==> src/rtl/nn_mac_lane_array.sv <==
// Multi-lane neuron core: N_LANES MACs share one streamed input vector, each against its own
// weight row, then shift / optional ReLU / saturate and drain one lane result per handshake.
module nn_mac_lane_array #(
    parameter int unsigned DATA_W  = 8,
    parameter int unsigned WGT_W   = 8,
    parameter int unsigned ACC_W   = 24,
    parameter int unsigned N_LANES = 4,
    parameter int unsigned VEC_LEN = 16
) (
    input  logic                       clk_i,
    input  logic                       rst_ni,
    input  logic                       clr_i,
    input  logic                       cfg_relu_i,
    input  logic [3:0]                 cfg_shift_i,
    input  logic                       wgt_we_i,
    input  logic [$clog2(N_LANES)-1:0] wgt_lane_i,
    input  logic [$clog2(VEC_LEN)-1:0] wgt_addr_i,
    input  logic [WGT_W-1:0]           wgt_data_i,
    input  logic                       in_valid_i,
    output logic                       in_ready_o,
    input  logic [DATA_W-1:0]          in_data_i,
    output logic                       out_valid_o,
    input  logic                       out_ready_i,
    output logic [DATA_W-1:0]          out_data_o,
    output logic [$clog2(N_LANES)-1:0] out_lane_o,
    output logic                       busy_o
);

    localparam int unsigned LANE_W = $clog2(N_LANES);
    localparam int unsigned CNT_W  = $clog2(VEC_LEN);
    localparam int unsigned PROD_W = DATA_W + WGT_W;

    localparam logic signed [ACC_W-1:0] SAT_MAX =
        $signed({{(ACC_W - DATA_W + 1){1'b0}}, {(DATA_W - 1){1'b1}}});
    localparam logic signed [ACC_W-1:0] SAT_MIN = ~SAT_MAX;

    typedef enum logic [1:0] {
        StAcc,
        StAct,
        StDrain
    } state_e;

    state_e                    state_q, state_d;
    logic [CNT_W-1:0]          cnt_q, cnt_d;
    logic [LANE_W-1:0]         lane_q, lane_d;
    logic                      out_valid_q, out_valid_d;
    logic signed [WGT_W-1:0]   w_q   [N_LANES][VEC_LEN];
    logic signed [WGT_W-1:0]   w_d   [N_LANES][VEC_LEN];
    logic signed [ACC_W-1:0]   acc_q [N_LANES];
    logic signed [ACC_W-1:0]   acc_d [N_LANES];
    logic signed [DATA_W-1:0]  res_q [N_LANES];
    logic signed [DATA_W-1:0]  res_d [N_LANES];

    logic signed [PROD_W-1:0]  prod    [N_LANES];
    logic signed [ACC_W-1:0]   shifted [N_LANES];
    logic signed [DATA_W-1:0]  sat     [N_LANES];

    // Full-precision products; weights are read at the current sample index.
    always_comb begin
        for (int l = 0; l < N_LANES; l++) begin
            prod[l] = PROD_W'($signed(in_data_i)) * PROD_W'(w_q[l][cnt_q]);
        end
    end

    always_comb begin
        for (int l = 0; l < N_LANES; l++) begin
            shifted[l] = acc_q[l] >>> cfg_shift_i;
            if (cfg_relu_i && shifted[l][ACC_W-1]) begin
                shifted[l] = '0;
            end
            if (shifted[l] > SAT_MAX) begin
                sat[l] = SAT_MAX[DATA_W-1:0];
            end else if (shifted[l] < SAT_MIN) begin
                sat[l] = SAT_MIN[DATA_W-1:0];
            end else begin
                sat[l] = shifted[l][DATA_W-1:0];
            end
        end
    end

    always_comb begin
        state_d     = state_q;
        cnt_d       = cnt_q;
        lane_d      = lane_q;
        out_valid_d = out_valid_q;
        w_d         = w_q;
        acc_d       = acc_q;
        res_d       = res_q;

        // Weight port is independent of the FSM and of clr_i.
        if (wgt_we_i && (32'(wgt_lane_i) < N_LANES) && (32'(wgt_addr_i) < VEC_LEN)) begin
            w_d[wgt_lane_i][wgt_addr_i] = wgt_data_i;
        end

        if (clr_i) begin
            state_d     = StAcc;
            cnt_d       = '0;
            lane_d      = '0;
            out_valid_d = 1'b0;
            acc_d       = '{default: '0};
        end else begin
            case (state_q)
                StAcc: begin
                    if (in_valid_i) begin
                        for (int l = 0; l < N_LANES; l++) begin
                            acc_d[l] = acc_q[l] + ACC_W'(prod[l]);
                        end
                        if (cnt_q == CNT_W'(VEC_LEN - 1)) begin
                            cnt_d   = '0;
                            state_d = StAct;
                        end else begin
                            cnt_d = cnt_q + CNT_W'(1);
                        end
                    end
                end
                StAct: begin
                    res_d       = sat;
                    state_d     = StDrain;
                    out_valid_d = 1'b1;
                    lane_d      = '0;
                end
                StDrain: begin
                    if (out_ready_i) begin
                        if (lane_q == LANE_W'(N_LANES - 1)) begin
                            state_d     = StAcc;
                            out_valid_d = 1'b0;
                            lane_d      = '0;
                            cnt_d       = '0;
                            acc_d       = '{default: '0};
                        end else begin
                            lane_d = lane_q + LANE_W'(1);
                        end
                    end
                end
                default: begin
                    state_d = StAcc;
                end
            endcase
        end
    end

    always_ff @(posedge clk_i or negedge rst_ni) begin
        if (!rst_ni) begin
            state_q     <= StAcc;
            cnt_q       <= '0;
            lane_q      <= '0;
            out_valid_q <= 1'b0;
            for (int l = 0; l < N_LANES; l++) begin
                acc_q[l] <= '0;
                res_q[l] <= '0;
                for (int a = 0; a < VEC_LEN; a++) begin
                    w_q[l][a] <= '0;
                end
            end
        end else begin
            state_q     <= state_d;
            cnt_q       <= cnt_d;
            lane_q      <= lane_d;
            out_valid_q <= out_valid_d;
            w_q         <= w_d;
            acc_q       <= acc_d;
            res_q       <= res_d;
        end
    end

    assign in_ready_o  = (state_q == StAcc);
    assign out_valid_o = out_valid_q;
    assign out_lane_o  = lane_q;
    assign out_data_o  = res_q[lane_q];
    assign busy_o      = (state_q != StAcc) || (cnt_q != '0);

endmodule

==> config.mk <==
export PLATFORM = sky130hd
export DESIGN_NAME = nn_mac_lane_array
export DESIGN_NICKNAME = d
export VERILOG_FILES = /design/src/rtl/nn_mac_lane_array.sv
export SDC_FILE = /design/constraint.sdc
export NUM_CORES = 2
export LEC_CHECK = 0
export BUFFER_PORTS_ARGS = -buffer_cell sky130_fd_sc_hd__buf_2
export CAP_MARGIN = 20
export CORE_UTILIZATION = 40
export CTS_CLUSTER_DIAMETER = 60
export DETAILED_ROUTE_END_ITERATION = 16
export PLACE_DENSITY = 0.62
export REMOVE_ABC_BUFFERS = 1
export SYNTH_ARGS = -nofsm -noshare
export SYNTH_HDL_FRONTEND = slang
export SYNTH_SLANG_ARGS = --single-unit
==> constraint.sdc <==
create_clock -name clk_i -period 7.9 [get_ports clk_i]
set_clock_uncertainty 0.2 [all_clocks]
set_input_delay 1.58 -clock clk_i [delete_from_list [all_inputs] [get_ports clk_i]]
set_output_delay 1.58 -clock clk_i [all_outputs]
set_load 0.01 [all_outputs]
== Yosys cells after proc, flatten, opt, wreduce, memory -nomap -nowiden ==
Index checks and enable logic that the tools add are counted.

* Register bits: 649
* Output and inout port bits: 13
* Word-level logic and storage cells: 191

* Add/subtract/negate cells: 6
* Multipliers: 4
* Order comparisons: 14
* Eq/ne operators: 8
* Shifts and indexed selects: 4
* Mux-type cells: 57
* Bitwise logic cells: 5
* Reductions and logical operators: 17

{| class="wikitable"
|+ Operators with widths
! kind !! number
|-
| bitwise mux 512 bit || 1
|-
| 2-to-1 mux 96 bit || 4
|-
| demux 128 bit (select 2 bit) || 1
|-
| one-hot mux 96 bit (2 select lines) || 1
|-
| 2-to-1 mux 8 bit || 19
|-
| binary-select mux 8 bit (select 4 bit) || 4
|-
| 2-to-1 mux 128 bit || 1
|-
| adder 24 x 16 -> 24 bit || 4
|-
| greater-than comparator 24 x 8 -> 1 bit (second input constant) || 4
|-
| < comparator 24 x 8 -> 1 bit (second input constant) || 4
|-
| 2-to-1 mux 24 bit || 4
|-
| >>> shifter 24 x 4 -> 24 bit || 4
|-
| multiplier 8 x 8 -> 16 bit || 4
|-
| demux 8 bit (select 4 bit) || 1
|-
| 2-to-1 mux 4 bit || 5
|-
| binary-select mux 8 bit (select 2 bit) || 1
|-
| 2-to-1 mux 2 bit || 8
|-
| >= comparator 5 bit (second input constant) || 2
|-
| NOT 4 -> 5 bit || 2
|-
| != test 3 bit (second input constant) || 3
|-
| one-hot mux 4 bit (2 select lines) || 1
|-
| AND reduction 4 bit || 2
|-
| >= comparator 3 bit (second input constant) || 2
|-
| logical AND 1 bit || 6
|-
| 21 further kinds || 27
|}

== Logic depth before layout (Yosys ltp) ==
* Depth after elaboration: 9
* Depth in mapped cells: 26
* Depth with buffers taken out: 23

== Least setup slack after synthesis ==
OpenSTA, ideal clock, no wires.

* Path type: reg2reg
* Start point: reg cnt_q[0]
* End point: reg acc_q[46] (netlist bit)
* Library setup time: 0.083 ns
* Arrival: 7.457 ns
* Path slack: 0.161 ns
* Cell stages (with the launch flop): 22
* Path buffers: 3
* Cells stage by stage: dfrtp_1 > clkbuf_1 > buf_1 > buf_1 > mux4_2 > mux4_2 > and2_1 > fa_1 > fa_1 > fa_1 > fa_1 > ha_1 > ha_1 > o21a_1 > o31ai_1 > a2111oi_0 > nor3_1 > o41ai_1 > a21o_1 > a21oi_1 > xor2_1 > o21ai_0

* Longest elaborated chain between the ends: 9

{| class="wikitable"
|+ RTL lines
! element !! line !! text
|-
| from (decl) || 44 || <nowiki>logic [CNT_W-1:0] cnt_q, cnt_d;</nowiki>
|-
| from (signal assigned) || 157 || <nowiki>cnt_q <= cnt_d;</nowiki>
|-
| NOT 4 -> 5 bit (not written as such) || 61 || <nowiki>prod[l] = PROD_W'($signed(in_data_i)) * PROD_W'(w_q[l][cnt_q]);</nowiki>
|-
| binary-select mux 8 bit (select 4 bit) || 61 ||
|-
| 2-to-1 mux 8 bit (not written as such) (2 in a row) || 61 ||
|-
| multiplier 8 x 8 -> 16 bit || 61 ||
|-
| adder 24 x 16 -> 24 bit || 106 || <nowiki>acc_d[l] = acc_q[l] + ACC_W'(prod[l]);</nowiki>
|-
| 2-to-1 mux 96 bit || 104 || <nowiki>if (in_valid_i) begin</nowiki>
|-
| one-hot mux 96 bit (2 select lines) || 102 || <nowiki>case (state_q)</nowiki>
|-
| 2-to-1 mux 96 bit || 95 || <nowiki>if (clr_i) begin</nowiki>
|-
| to (signal, indexed assignment) || 149 || <nowiki>acc_q[l] <= '0;</nowiki>
|-
| to (signal assigned) || 161 || <nowiki>acc_q <= acc_d;</nowiki>
|-
| to (decl) || 49 || <nowiki>logic signed [ACC_W-1:0] acc_q [N_LANES];</nowiki>
|}

No other way between the ends. The select of a mux whose other input is x is not followed.
A chain may end at the register's enable or synchronous reset.

== Worst setup path after layout ==
* Start point: reg cnt_q[0]
* End point: reg acc_q[94] (netlist bit)

Same word-level chain as after synthesis.

==> flow_metrics.tcl <==
set metrics [dict create \
    clk_pin_slew_ps 60 \
    final_nets 4836 \
    grt_start_max_net_pins 169 \
    place_hpwl_um 86060 \
    grt-ovfl-total 0 \
    period_share_pct 93.93 \
    io_pins 46 \
    clockRootBuffer "clkbuf_16" \
    cp.arrival_ps 7700 \
    async_reset_ff_share_pct 100.0 \
    yosys_warnings 0 \
    maxSlewViolCount 0 \
    crit_fanout 33 \
    cts_tree "done" \
    critPathSlowestCell "mux4_2" \
    ys_types 75 \
    synth_largest_area_cell "dfrtp_1" \
    fin_area_um2 54370 \
    ir_worst_vdd_v 0.0001907 \
    via_per_inst 5.457 \
    ant_nets 0 \
    cts_setup_buffers 0 \
    power_density_nw_per_um2 303.7 \
    r2r_cells 23 \
    min_path_cells 2 \
    hold_end "res_q[23]$_DFFE_PN0P_" \
    dr_total_vias 31950 \
    chipWidth_um 354.2 \
    antenna_found_initial 7 \
    setup.worst_path.start "cnt_q[0]$_DFFE_PN0P_" \
    routed_wl_um 119100 \
    layout-drive-gt1-share_pct 24.63 \
    fp.dieH_um 354.2 \
    crit_chain "buf_12 > buf_12 > mux4_2 > mux4_2 > and2_1 > fa_1 > fa_1 > inv_1 > fa_1 > inv_1 > fa_1 > ha_1 > ha_1 > nor2b_1 > o21ai_0 > a21boi_0 > o31ai_1 > buf_4 > a21oi_1 > a311o_1 > a31oi_1 > xor2_1 > o21ai_0" \
    required_ps 8180 \
    timing.slew.headroom_pct 17.15 \
    synth_edf_count 0 \
    dpl-instance-area_um2 51750 \
    core_area_um2 122400 \
    syn2layout_area_growth_pct 9.596 \
    synth_cells 4189 \
    dr.pass1.iters 7 \
    hold_path.class "reg -> reg" \
    dieArea_um2 125400 \
    r2r-start "cnt_q[0]$_DFFE_PN0P_" \
    cts_buffer_depth 3 \
    grt_setup_unrepaired "false" \
    n_fill_cell 11320 \
    total_power_mw 16.51 \
    h-tree-depth 3 \
    num_rows 128 \
    synth_area_um2 49610 \
    drv_cap 0 \
    slowest_delay_ps 630 \
    timing.fmax_ghz 0.1348 \
    post_cts_resize_count 0 \
    hold_buffers 0 \
    syn_avg_cell_area_um2 11.84 \
    initial_utilization_pct 40.55 \
    cp_common_cell "fa_1" \
    numPortBuffers 45 \
    reg2reg_slack_ps 480 \
    cp-end-kind "flop" \
    p_leak_nw 25.87 \
    yosysMostFrequentCell "dfrtp_1" \
    r2r-end "acc_q[94]$_DFFE_PN0P_" \
    synth_seq_area_share_pct 32.74 \
    finalHoldViolCount 0 \
    run_status "finished, final reports clean" \
    tightest_slew_ps 1233 \
    grt_usage_pct 19.48 \
    grt_pass1_wl_um 195300 \
    critPathLaunchType "flop" \
    fin_tns_setup_ps 0 \
    setup_viol 0 \
    drt_iter0_markers 2059 \
    min-delay-start "res_q[23]$_DFFE_PN0P_" \
    synth_seq_cells 649 \
    period_minus_slack_ps 7421 \
    drc 0 \
    routabilityCongestion 0.8540 \
    cts_sinks 649 \
    yosysTopAreaCellShare_pct 32.74 \
    synth_common_cells "649 x dfrtp_1, 549 x mux2_2, 416 x fa_1, 389 x inv_1, 343 x nand2_1" \
    grt_pass1_vias 33490 \
    clock_latency_ps 650 \
    synthTopCellsByArea "dfrtp_1 33%, fa_1 17%, mux2_2 12%" \
    post_drt_wl_per_cell_um 20.35 \
    cts_buffers 77 \
    crit_type "reg -> reg" \
    synth-main-ff-cell "dfrtp_1" \
]
[power by group]
group	internal [mW]	switching, mW	leakage (nW)	total [mW]
combinational	3.99	4.62	16.0	8.61
sequential	3.83	0.459	8.60	4.29
clock	2.10	1.51	1.27	3.61
total	9.92	6.60	25.9	16.5
[layer usage]
metal  part of all wire, %  track usage, %
met1                    48           28.57
met2                    46           30.56
met3                   3.6           2.571
met4                   2.3           4.750
met5                 0.039               0
[sequential cells by signal, indices dropped and copies added (netlist names)]
register,cells
out_lane_o,2
acc_q,96
state_q,2
res_q,32
w_q,512
cnt_q,4
out_valid_o,1
[worst max-delay path: cells and delay by family, from the launching register on]
kind	cells	cell delay, ps
flip-flops	1	460
buffers and inverters	5	810
adder cells (fa/ha/maj)	6	2530
multiplexers	2	1240
AND/OR/NAND/NOR	2	370
XOR/XNOR	1	170
AO/OA/AOI/OAI	7	1440
[cell type report]
class / instances / area [µm²] / area share (%)
well taps: 1625 / 2033 / 3.740
flip-flops and latches: 649 / 16250 / 29.89
repair buffers: 133 / 1057 / 1.945
inverters: 390 / 1464 / 2.692
clock buffers: 109 / 2227 / 4.096
multi-input cells: 2917 / 30960 / 56.94
clock inverters: 28 / 367.9 / 0.6766
diodes: 4 / 10.01 / 0.01841
[kinds of logic (layout without fill, tap and decap cells)]
kind of cell	Yosys count	in the layout	share of synthesized area, %
buffers and inverters	623	660	4.893
other	0	4	0
AND/OR/NAND/NOR	841	841	7.939
flip-flops	649	649	32.74
adder cells (fa/ha/maj)	635	635	22.31
AO/OA/AOI/OAI	502	502	6.641
XOR/XNOR	85	85	1.501
multiplexers	854	854	23.98
[through the flow]
step	utilization, %	hold WS, ps	setup slack (ps)	std cells
global route	44.43	302.2	65.60	5853
floorplan	-	233.4	-3765	3956
detailed placement	42.29	267.2	473.1	5713
global placement	42.28	251.8	489.2	5712
finish	44.44	269.5	479.2	5855
CTS	44.41	279.5	436.2	5850
[worst max-delay path by stage]
stage / to / slack, ps / cells after the start
floorplan: acc_q[46]$_DFFE_PN0P_ / -3770 / 20
global placement: acc_q[46]$_DFFE_PN0P_ / 490 / 20
detailed placement: acc_q[94]$_DFFE_PN0P_ / 470 / 22
CTS: acc_q[94]$_DFFE_PN0P_ / 440 / 23
global route: acc_q[94]$_DFFE_PN0P_ / 70 / 23
finish: acc_q[94]$_DFFE_PN0P_ / 480 / 23
[placed cells by master, fill, tap and decap left out, types with 9 or more instances in the layout]
master,netlist,layout
a31oi_1,17,17
inv_1,389,388
a221o_1,10,10
nand2_1,343,343
a211oi_1,28,28
mux2i_1,95,95
or2_2,17,17
and2_1,154,154
mux2_2,549,549
buf_12,1,12
and3_1,13,13
a21oi_1,114,114
xor2_1,34,34
dfrtp_1,649,645
clkbuf_1,170,14
buf_4,8,78
nand2b_1,13,13
clkbuf_16,0,77
o211ai_1,28,28
o21ai_0,135,135
mux4_1,9,9
or3_1,10,10
mux4_2,201,201
o21bai_1,10,10
buf_2,22,41
ha_1,219,219
clkbuf_8,0,18
nor3_1,34,33
a22o_1,26,26
a21o_1,30,30
nand4_1,15,15
o21a_1,18,18
fa_1,416,416
nor2_1,171,170
xnor2_1,51,51
nand3_1,31,31
Power figures use the tool's default switching activity.
